## src/rtl/ctrl_pkg.sv

```systemverilog
// Shared encodings for the multi-cycle RV32I sequencer: FSM states, halt causes,
// the opcode map and the legal-opcode predicate used by DECODE.
package ctrl_pkg;

   typedef enum logic [2:0] {
      ST_FETCH  = 3'd0,
      ST_DECODE = 3'd1,
      ST_EXEC   = 3'd2,
      ST_MEM    = 3'd3,
      ST_WB     = 3'd4,
      ST_HALT   = 3'd5
   } state_t;

   typedef enum logic [1:0] {
      HC_NONE    = 2'b00,
      HC_SYSTEM  = 2'b01,
      HC_ILLEGAL = 2'b10,
      HC_TIMEOUT = 2'b11
   } halt_cause_t;

   localparam logic [6:0] OP_REG    = 7'b0110011;
   localparam logic [6:0] OP_IMM    = 7'b0010011;
   localparam logic [6:0] OP_LUI    = 7'b0110111;
   localparam logic [6:0] OP_AUIPC  = 7'b0010111;
   localparam logic [6:0] OP_LOAD   = 7'b0000011;
   localparam logic [6:0] OP_STORE  = 7'b0100011;
   localparam logic [6:0] OP_BRANCH = 7'b1100011;
   localparam logic [6:0] OP_JAL    = 7'b1101111;
   localparam logic [6:0] OP_JALR   = 7'b1100111;
   localparam logic [6:0] OP_SYSTEM = 7'b1110011;

   function automatic logic is_exec_op(input logic [6:0] op);
      case (op)
         OP_REG, OP_IMM, OP_LUI, OP_AUIPC, OP_LOAD,
         OP_STORE, OP_BRANCH, OP_JAL, OP_JALR: is_exec_op = 1'b1;
         default:                               is_exec_op = 1'b0;
      endcase
   endfunction

endpackage

```

## src/rtl/multicycle_seq_ctrl_mem_wait_watchdog.sv

```systemverilog
// Memory-wait watchdog: counts consecutive unanswered request cycles and flags
// the cycle in which the MEM_WAIT_MAX-th wait occurs.
module mem_wait_watchdog #(
   parameter int unsigned MEM_WAIT_MAX = 255
) (
   input  logic clk,
   input  logic rst,
   input  logic i_clr,
   input  logic i_inc,
   output logic o_expire
);

   localparam int unsigned W = $clog2(MEM_WAIT_MAX + 1);

   logic [W-1:0] r_cnt;

   always_ff @(posedge clk) begin
      if (rst || i_clr) begin
         r_cnt <= '0;
      end else if (i_inc) begin
         r_cnt <= r_cnt + W'(1);
      end
   end

   // Expire on the wait cycle that would bring the count to MEM_WAIT_MAX.
   assign o_expire = i_inc && (r_cnt == W'(MEM_WAIT_MAX - 1));

endmodule

```

## src/rtl/multicycle_seq_ctrl.sv

```systemverilog
// Multi-cycle RV32I sequencer: Moore state, Mealy register enables, req/ready memory port.
// Optional saturating memory-stall counter when STALL_COUNT_EN is defined.
//
// state   | meaning
// FETCH   | request instruction at PC; load IR and PC+4 on ready
// DECODE  | latch A/B operands, classify opcode
// EXEC    | ALU op into ALUOUT; branches/jumps update PC here
// MEM     | data access at ALUOUT (load -> MDR, store completes)
// WB      | single-cycle register-file write
// HALT    | absorbing until rst; cause held in halt_cause
module multicycle_seq_ctrl
   import ctrl_pkg::*;
#(
   parameter int unsigned MEM_WAIT_MAX = 255,
   parameter int unsigned CNT_W        = 32
) (
   input  logic             clk,
   input  logic             rst,
   input  logic [6:0]       opcode,
   input  logic             br_taken,
   input  logic             mem_ready,
   output logic             mem_req,
   output logic             mem_we,
   output logic             addr_sel,
   output logic             pc_en,
   output logic             pc_sel,
   output logic             ir_en,
   output logic             ab_en,
   output logic             aluout_en,
   output logic             mdr_en,
   output logic             rf_we,
   output logic             halted,
   output logic [1:0]       halt_cause,
   output logic [CNT_W-1:0] retired
`ifdef STALL_COUNT_EN
   ,
   output logic [CNT_W-1:0] stall_cycles
`endif
);

   state_t      r_state, w_next;
   halt_cause_t r_cause, w_cause_next;
   logic [CNT_W-1:0] r_retired;

   logic w_mem_req, w_mem_we, w_addr_sel, w_pc_en, w_pc_sel, w_ir_en;
   logic w_ab_en, w_aluout_en, w_mdr_en, w_rf_we, w_retire;
   logic w_wait, w_expire;

   assign w_wait = ((r_state == ST_FETCH) || (r_state == ST_MEM)) && !mem_ready;

   mem_wait_watchdog #(.MEM_WAIT_MAX(MEM_WAIT_MAX)) u_watchdog (
      .clk      (clk),
      .rst      (rst),
      .i_clr    (!w_wait),
      .i_inc    (w_wait),
      .o_expire (w_expire)
   );

   always_comb begin
      w_next       = r_state;
      w_cause_next = r_cause;
      w_mem_req    = 1'b0;
      w_mem_we     = 1'b0;
      w_addr_sel   = 1'b0;
      w_pc_en      = 1'b0;
      w_pc_sel     = 1'b0;
      w_ir_en      = 1'b0;
      w_ab_en      = 1'b0;
      w_aluout_en  = 1'b0;
      w_mdr_en     = 1'b0;
      w_rf_we      = 1'b0;
      w_retire     = 1'b0;
      case (r_state)
         ST_FETCH: begin
            w_mem_req = 1'b1;
            if (mem_ready) begin
               w_ir_en = 1'b1;
               w_pc_en = 1'b1;
               w_next  = ST_DECODE;
            end else if (w_expire) begin
               w_next       = ST_HALT;
               w_cause_next = HC_TIMEOUT;
            end
         end
         ST_DECODE: begin
            w_ab_en = 1'b1;
            if (opcode == OP_SYSTEM) begin
               w_next       = ST_HALT;
               w_cause_next = HC_SYSTEM;
            end else if (is_exec_op(opcode)) begin
               w_next = ST_EXEC;
            end else begin
               w_next       = ST_HALT;
               w_cause_next = HC_ILLEGAL;
            end
         end
         ST_EXEC: begin
            w_aluout_en = 1'b1;
            case (opcode)
               OP_BRANCH: begin
                  w_pc_en  = br_taken;
                  w_pc_sel = 1'b1;
                  w_retire = 1'b1;
                  w_next   = ST_FETCH;
               end
               OP_JAL, OP_JALR: begin
                  w_pc_en  = 1'b1;
                  w_pc_sel = 1'b1;
                  w_next   = ST_WB;
               end
               OP_LOAD, OP_STORE: w_next = ST_MEM;
               default:           w_next = ST_WB;
            endcase
         end
         ST_MEM: begin
            w_mem_req  = 1'b1;
            w_addr_sel = 1'b1;
            w_mem_we   = (opcode == OP_STORE);
            if (mem_ready) begin
               if (opcode == OP_STORE) begin
                  w_retire = 1'b1;
                  w_next   = ST_FETCH;
               end else begin
                  w_mdr_en = 1'b1;
                  w_next   = ST_WB;
               end
            end else if (w_expire) begin
               w_next       = ST_HALT;
               w_cause_next = HC_TIMEOUT;
            end
         end
         ST_WB: begin
            w_rf_we  = 1'b1;
            w_retire = 1'b1;
            w_next   = ST_FETCH;
         end
         ST_HALT: w_next = ST_HALT;
         default: w_next = ST_HALT;
      endcase
   end

   always_ff @(posedge clk) begin
      if (rst) begin
         r_state   <= ST_FETCH;
         r_cause   <= HC_NONE;
         r_retired <= '0;
      end else begin
         r_state <= w_next;
         r_cause <= w_cause_next;
         if (w_retire && (r_retired != '1)) begin
            r_retired <= r_retired + CNT_W'(1);
         end
      end
   end

`ifdef STALL_COUNT_EN
   logic [CNT_W-1:0] r_stall;

   always_ff @(posedge clk) begin
      if (rst) begin
         r_stall <= '0;
      end else if (w_wait && (r_stall != '1)) begin
         r_stall <= r_stall + CNT_W'(1);
      end
   end

   assign stall_cycles = r_stall;
`endif

   // Reset masks every strobe combinationally so a same-cycle mem_ready cannot fire one.
   assign mem_req    = w_mem_req   & ~rst;
   assign mem_we     = w_mem_we    & ~rst;
   assign addr_sel   = w_addr_sel  & ~rst;
   assign pc_en      = w_pc_en     & ~rst;
   assign pc_sel     = w_pc_sel    & ~rst;
   assign ir_en      = w_ir_en     & ~rst;
   assign ab_en      = w_ab_en     & ~rst;
   assign aluout_en  = w_aluout_en & ~rst;
   assign mdr_en     = w_mdr_en    & ~rst;
   assign rf_we      = w_rf_we     & ~rst;
   assign halted     = (r_state == ST_HALT);
   assign halt_cause = r_cause;
   assign retired    = r_retired;

endmodule
```

## config.mk

```make
export PLATFORM = sky130hd
export DESIGN_NAME = multicycle_seq_ctrl
export DESIGN_NICKNAME = d
export VERILOG_FILES = /design/src/rtl/ctrl_pkg.sv /design/src/rtl/multicycle_seq_ctrl_mem_wait_watchdog.sv /design/src/rtl/multicycle_seq_ctrl.sv
export SDC_FILE = /design/constraint.sdc
export NUM_CORES = 1
export LEC_CHECK = 0
export CAP_MARGIN = 15
export CORE_ASPECT_RATIO = 1.25
export CORE_MARGIN = 3
export CORE_UTILIZATION = 53
export CTS_CLUSTER_SIZE = 28
export DETAILED_ROUTE_END_ITERATION = 16
export GPL_TIMING_DRIVEN = 0
export HOLD_SLACK_MARGIN = 0.1
export PLACE_DENSITY = 0.82
export SYNTH_ARGS = -nofsm -noshare
export SYNTH_HDL_FRONTEND = slang
export SYNTH_SLANG_ARGS = --single-unit
export TNS_END_PERCENT = 100
```

## constraint.sdc

```tcl
create_clock -name clk -period 5.1 [get_ports clk]
set_input_delay 0.51 -clock clk [delete_from_list [all_inputs] [get_ports clk]]
set_output_delay 0.51 -clock clk [all_outputs]
set_load 0.01 [all_outputs]
```

== Word-level counts from Yosys, hierarchy flattened ==
Cells that the tools add are included.

* Bits in registers: 45
* Word-level logic and storage cells: 87

* Add/subtract/negate cells: 2
* Eq/ne operators: 20
* Muxes and demuxes: 35
* Bitwise gates (word level): 11
* Reductions and logical operators: 15

{| class="wikitable"
|+ Operator list
! cell !! count
|-
| $add A32 B1 Y32 const B || 1
|-
| $ne A32 B32 Y1 const B || 1
|-
| $eq A7 B7 Y1 const B || 4
|-
| $eq A7 B6 Y1 const B || 3
|-
| $mux W1 || 19
|-
| $mux W3 || 6
|-
| $pmux W3 S5 || 1
|-
| $eq A7 B5 Y1 const B || 2
|-
| $and A1 B1 Y1 || 10
|-
| $reduce_or A9 Y1 || 1
|-
| $add A8 B1 Y8 const B || 1
|-
| $eq A8 B8 Y1 const B || 1
|-
| $mux W2 || 4
|-
| $eq A7 B2 Y1 const B || 1
|-
| $eq A3 B2 Y1 const B || 2
|-
| $eq A3 B3 Y1 const B || 2
|-
| $pmux W3 S2 || 1
|-
| $reduce_or A2 Y1 || 3
|-
| $pmux W1 S2 || 2
|-
| $pmux W2 S2 || 1
|-
| $reduce_and A4 Y1 || 1
|-
| $eq A3 B1 Y1 const B || 1
|-
| $logic_and A1 B1 Y1 || 3
|-
| $logic_not A3 Y1 || 1
|-
| 9 further kinds || 11
|}

== Logic depth before layout (Yosys ltp) ==
* Word-level depth: 8
* Mapped depth: 8
* Depth with buffers taken out: 7

== Modules after synthesis ==
Synthesis repeated with hierarchy kept, for this count alone.

* Cells, all modules: 325
* Area total of the unflattened synthesis: 2,713.9 µm²

{| class="wikitable"
|+ By module, submodules not included
! module !! times used !! cells each !! area each (µm²) !! seq. area each (µm²)
|-
| multicycle_seq_ctrl || 1 || 283 || 2,344.7 || 740.7
|-
| mem_wait_watchdog || 1 || 42 || 369.1 || 160.2
|}

== Worst setup path after synthesis ==
Ideal clock, no wire load.

* Kind: flip-flop to flip-flop
* Start point: reg r_retired[5] (netlist: retired[5])
* End point: reg r_retired[31] (netlist: retired[31])
* Arrival time: 2.021 ns
* Slack: 2.958 ns
* Cell stages (with the launch flop): 7
* Buffers on the path: 0
* Clock period less this slack: 2.142 ns
* Path through: dfxtp_1 -> and4_2 -> nand4_1 -> a211oi_1 -> nand2_1 -> nor4_1 -> mux2_2

* Longest elaborated chain between the ends: 2

{| class="wikitable"
|+ Ends and longest elaborated chain
! element !! RTL line !! RTL
|-
| from (decl) || multicycle_seq_ctrl.sv:43 || <nowiki>logic [CNT_W-1:0] r_retired;</nowiki>
|-
| from (signal assigned) || multicycle_seq_ctrl.sv:151 || <nowiki>r_retired <= r_retired + CNT_W'(1);</nowiki>
|-
| parallel branches: the longest is 2 deep, another holds $add A32 B1 Y32 || - ||
|}

Several ways; the timed one is not identified.
A chain may end at the register's enable or synchronous reset.

== Worst setup path in the final report ==
* Start point: in opcode[6]
* End point: out pc_en

* Longest elaborated chain between the ends: 5

{| class="wikitable"
|+ Ends and longest elaborated chain
! element !! RTL line !! RTL
|-
| from (decl) || multicycle_seq_ctrl.sv:19 || <nowiki>input logic [6:0] opcode,</nowiki>
|-
| $eq A7 B7 Y1 || multicycle_seq_ctrl.sv:99 || <nowiki>case (opcode)</nowiki>
|-
| $reduce_or A2 Y1 || multicycle_seq_ctrl.sv:99 ||
|-
| $pmux W1 S2 * || multicycle_seq_ctrl.sv:99 ||
|-
| $pmux W1 S2 * || multicycle_seq_ctrl.sv:73 || <nowiki>case (r_state)</nowiki>
|-
| $and A1 B1 Y1 * || multicycle_seq_ctrl.sv:174 || <nowiki>assign pc_en = w_pc_en & ~rst;</nowiki>
|-
| to (decl) || multicycle_seq_ctrl.sv:25 || <nowiki>output logic pc_en,</nowiki>
|}

Mark *: on every way between the ends. The rest lies on a longest branch, timed or not.

==> metrics.cfg <==
[pwr]
power_mw = 0.7724
ir_drop_mv = 0.1524
leakage_nw = 1.145
power.density_mw_per_mm2 = 249.3

[floorplanning]
rows = 26
fp.dieH_microns = 80.82
ios = 56
dieArea_sq_mm = 0.005322
core_sq_mm = 0.004197
die_w_microns = 65.86
start_util_pct = 56.56

[timing]
worst_slew_pin_slew_ns = 0.9914
fin_tns_setup_ns = 0
period_minus_slack_ns = 2.873
drv_slew = 0
min_period_over_period_pct = 56.33
setup_viol = 0
max_slew_margin_pct = 33.51
finalHoldViolCount = 0
fin_skew_ns = 0.001410
rsz0062_at_grt = false
max_freq_mhz = 348.1

[route]
top_layer = met4
met3_length_microns = 275
routedWlPerCell_microns = 13.48
dr_wl_met2_mm = 2.644
final_antenna_net_count = 0
dr.pass1.iters = 4
routed_wl_mm = 5.487
drt_iter0_drc = 161
wl_met1_mm = 2.476
num_vias = 2269
drc = 0
via_per_inst = 5.575

[job]
drv_cap = 0

[yosys]
syn_nets = 303
synth_edf_count = 0
yosysWarnings = 0
avgSynthCellArea_sq_um = 8.213
yosysUniqueCellTypes = 46
ys_top_cells_by_area = dfxtp_1 (38%), xor2_1 (12%), nor2_1 (7.7%)
syn_inst = 289
synthArstFlopShare_pct = 0
synth_area_sq_mm = 0.002374
synth_ff_type = dfxtp_1
synth_top_area_share_pct = 37.95
ys_seq_area_share_pct = 37.95
yosysTopAreaCell = dfxtp_1
ys_ff_latch = 45

[clock_tree]
cts_buffers = 5
cts_hold_buf = 0
htreeDepth = 2
post_cts_resized = 0
cts_tree = built
clock_latency_ns = 0.29
cts_sinks = 45
path_clk_slew_ns = 0.08
postCtsSetupRepairBufs = 0
ctsRootBufferMaster = clkbuf_8
cts_buffer_depth = 2

[layout]
drive_above_1_share_pct = 5.983
fillers = 340
nNetsFinal = 365
diodes = 0
area_growth_pct = 30.52

[placed_design]
finalWeightedCongestion = 0.8319
dp_hpwl_mm = 3.986
port_buffers = 55

[critical_path]
cpMostUsedCell = clkdlybuf4s50_1
worstSetupPathType = in -> out
slowest_delay_ns = 0.56
cp-start-kind = primary input
arrival_ns = 2.36
crit_chain = clkdlybuf4s50_1, and3b_1, nand4_1, o21bai_1, a21oi_1, clkdlybuf4s50_1
worstPathRequired_ns = 4.59
crit_path_end_kind = primary output
worst-path-max-fanout = 6
slowest_stage = clkdlybuf4s50_1

[global_routing]
grt_pass1_wl_mm = 9.604
grt_start_max_net_pins = 14
grt_overflow = 0
grt_pass1_vias = 2245
track_usage_pct = 22.54
antenna_found_initial = 0

[run_status]
status = completed

[worst_hold_path]
hold_path.class = reg -> reg

stage by stage:
stage / utilization, % / cell area [sq um] / instances / hold slack [ns] / setup WS, ns
2_1_floorplan: - / 2374 / 289 / 0.4526 / 2.958
3_3_place_gp: 71.35 / 2994 / 400 / 0.4798 / 2.241
3_5_place_dp: 71.35 / 2994 / 400 / 0.4977 / 2.229
4_1_cts: 73.82 / 3098 / 407 / 0.5186 / 2.223
5_1_grt: 73.82 / 3098 / 407 / 0.5502 / 2.074
6_report: 73.82 / 3098 / 407 / 0.5144 / 2.227
state kept, by name (all words and copies together), names as in the netlist:
signal,cells
halt_cause,2
r_state,3
retired,32
u_watchdog.r_cnt,8
synthesized netlist by cell type, drive strengths merged, types with 2 or more instances:
cell,n
a211o,2
a211oi,2
a21oi,10
a311oi,2
and2,5
and3,8
and4,3
buf,2
clkbuf,9
dfxtp,45
ha,3
inv,6
mux2,2
nand2,23
nand3,16
nand3b,3
nand4,21
nor2,49
nor2b,7
nor3,6
nor3b,4
nor4,2
o21ai,4
or2,2
or3,6
xnor2,4
xor2,32
power by group:
group / internal (mW) / total, mW / leakage, nW / switching, mW
registers: 0.363 / 0.375 / 0.364 / 0.0123
logic: 0.0649 / 0.142 / 0.727 / 0.0771
clock network: 0.142 / 0.255 / 0.0540 / 0.113
cell families after synthesis:
family | Yosys count | share of synthesized area (%)
AND/OR/NAND/NOR | 161 | 36.27
flip-flops | 45 | 37.95
multiplexers | 2 | 0.9488
buffers and inverters | 17 | 3.057
XOR/XNOR | 36 | 13.28
AO/OA/AOI/OAI | 25 | 6.907
adder cells (fa/ha/maj) | 3 | 1.582
layout make-up:
type / count / area, sq um / share of cell area (%)
Multi-Input combinational cell: 227 / 1400 / 45.19
Sequential cell: 45 / 900.9 / 29.08
Timing Repair Buffer: 55 / 550.5 / 17.77
Tap cell: 56 / 70.07 / 2.262
Clock buffer: 5 / 68.82 / 2.221
Buffer: 11 / 50.05 / 1.616
Clock inverter: 2 / 35.03 / 1.131
Inverter: 6 / 22.52 / 0.7270
routing by layer:
metal  vias to the layer above  global-route usage (%)
met5                         -                       0
met4                         0                   9.544
met3                         9                   4.564
met2                        72                   39.62
met1                      1060                   26.31
li1                       1128                       -
cells in the final DEF, fill, tap and decap left out, types with 5 or more instances in the layout:
cell type        count
xor2_1              32
nor2b_1              7
nand4_1             20
clkbuf_1             9
nor3_1               6
inv_1                6
nor2_1              49
or3_1                6
and3_1               7
clkbuf_8             5
nand2_1             22
clkdlybuf4s50_1     55
nand3_1             16
a21oi_1             10
dfxtp_1             45
worst max-delay path, delay by kind of cell:
family          cells  cell delay [ns]
buf+inv             2             1.10
simple gates        2             0.40
compound gates      2             0.34
final timing paths:
kind | cells past startpoint | endpoint | start | slack [ns]
worst max-delay path | 6 | pc_en | opcode[6] | 2.23
worst min-delay path | 1 | u_watchdog.r_cnt[0] | u_watchdog.r_cnt[0] | 0.51
worst max register to register | 6 | retired[31] | retired[5] | 2.48
worst min register to register | 1 | u_watchdog.r_cnt[0] | u_watchdog.r_cnt[0] | 0.51
Power figures use the tool's default switching activity.
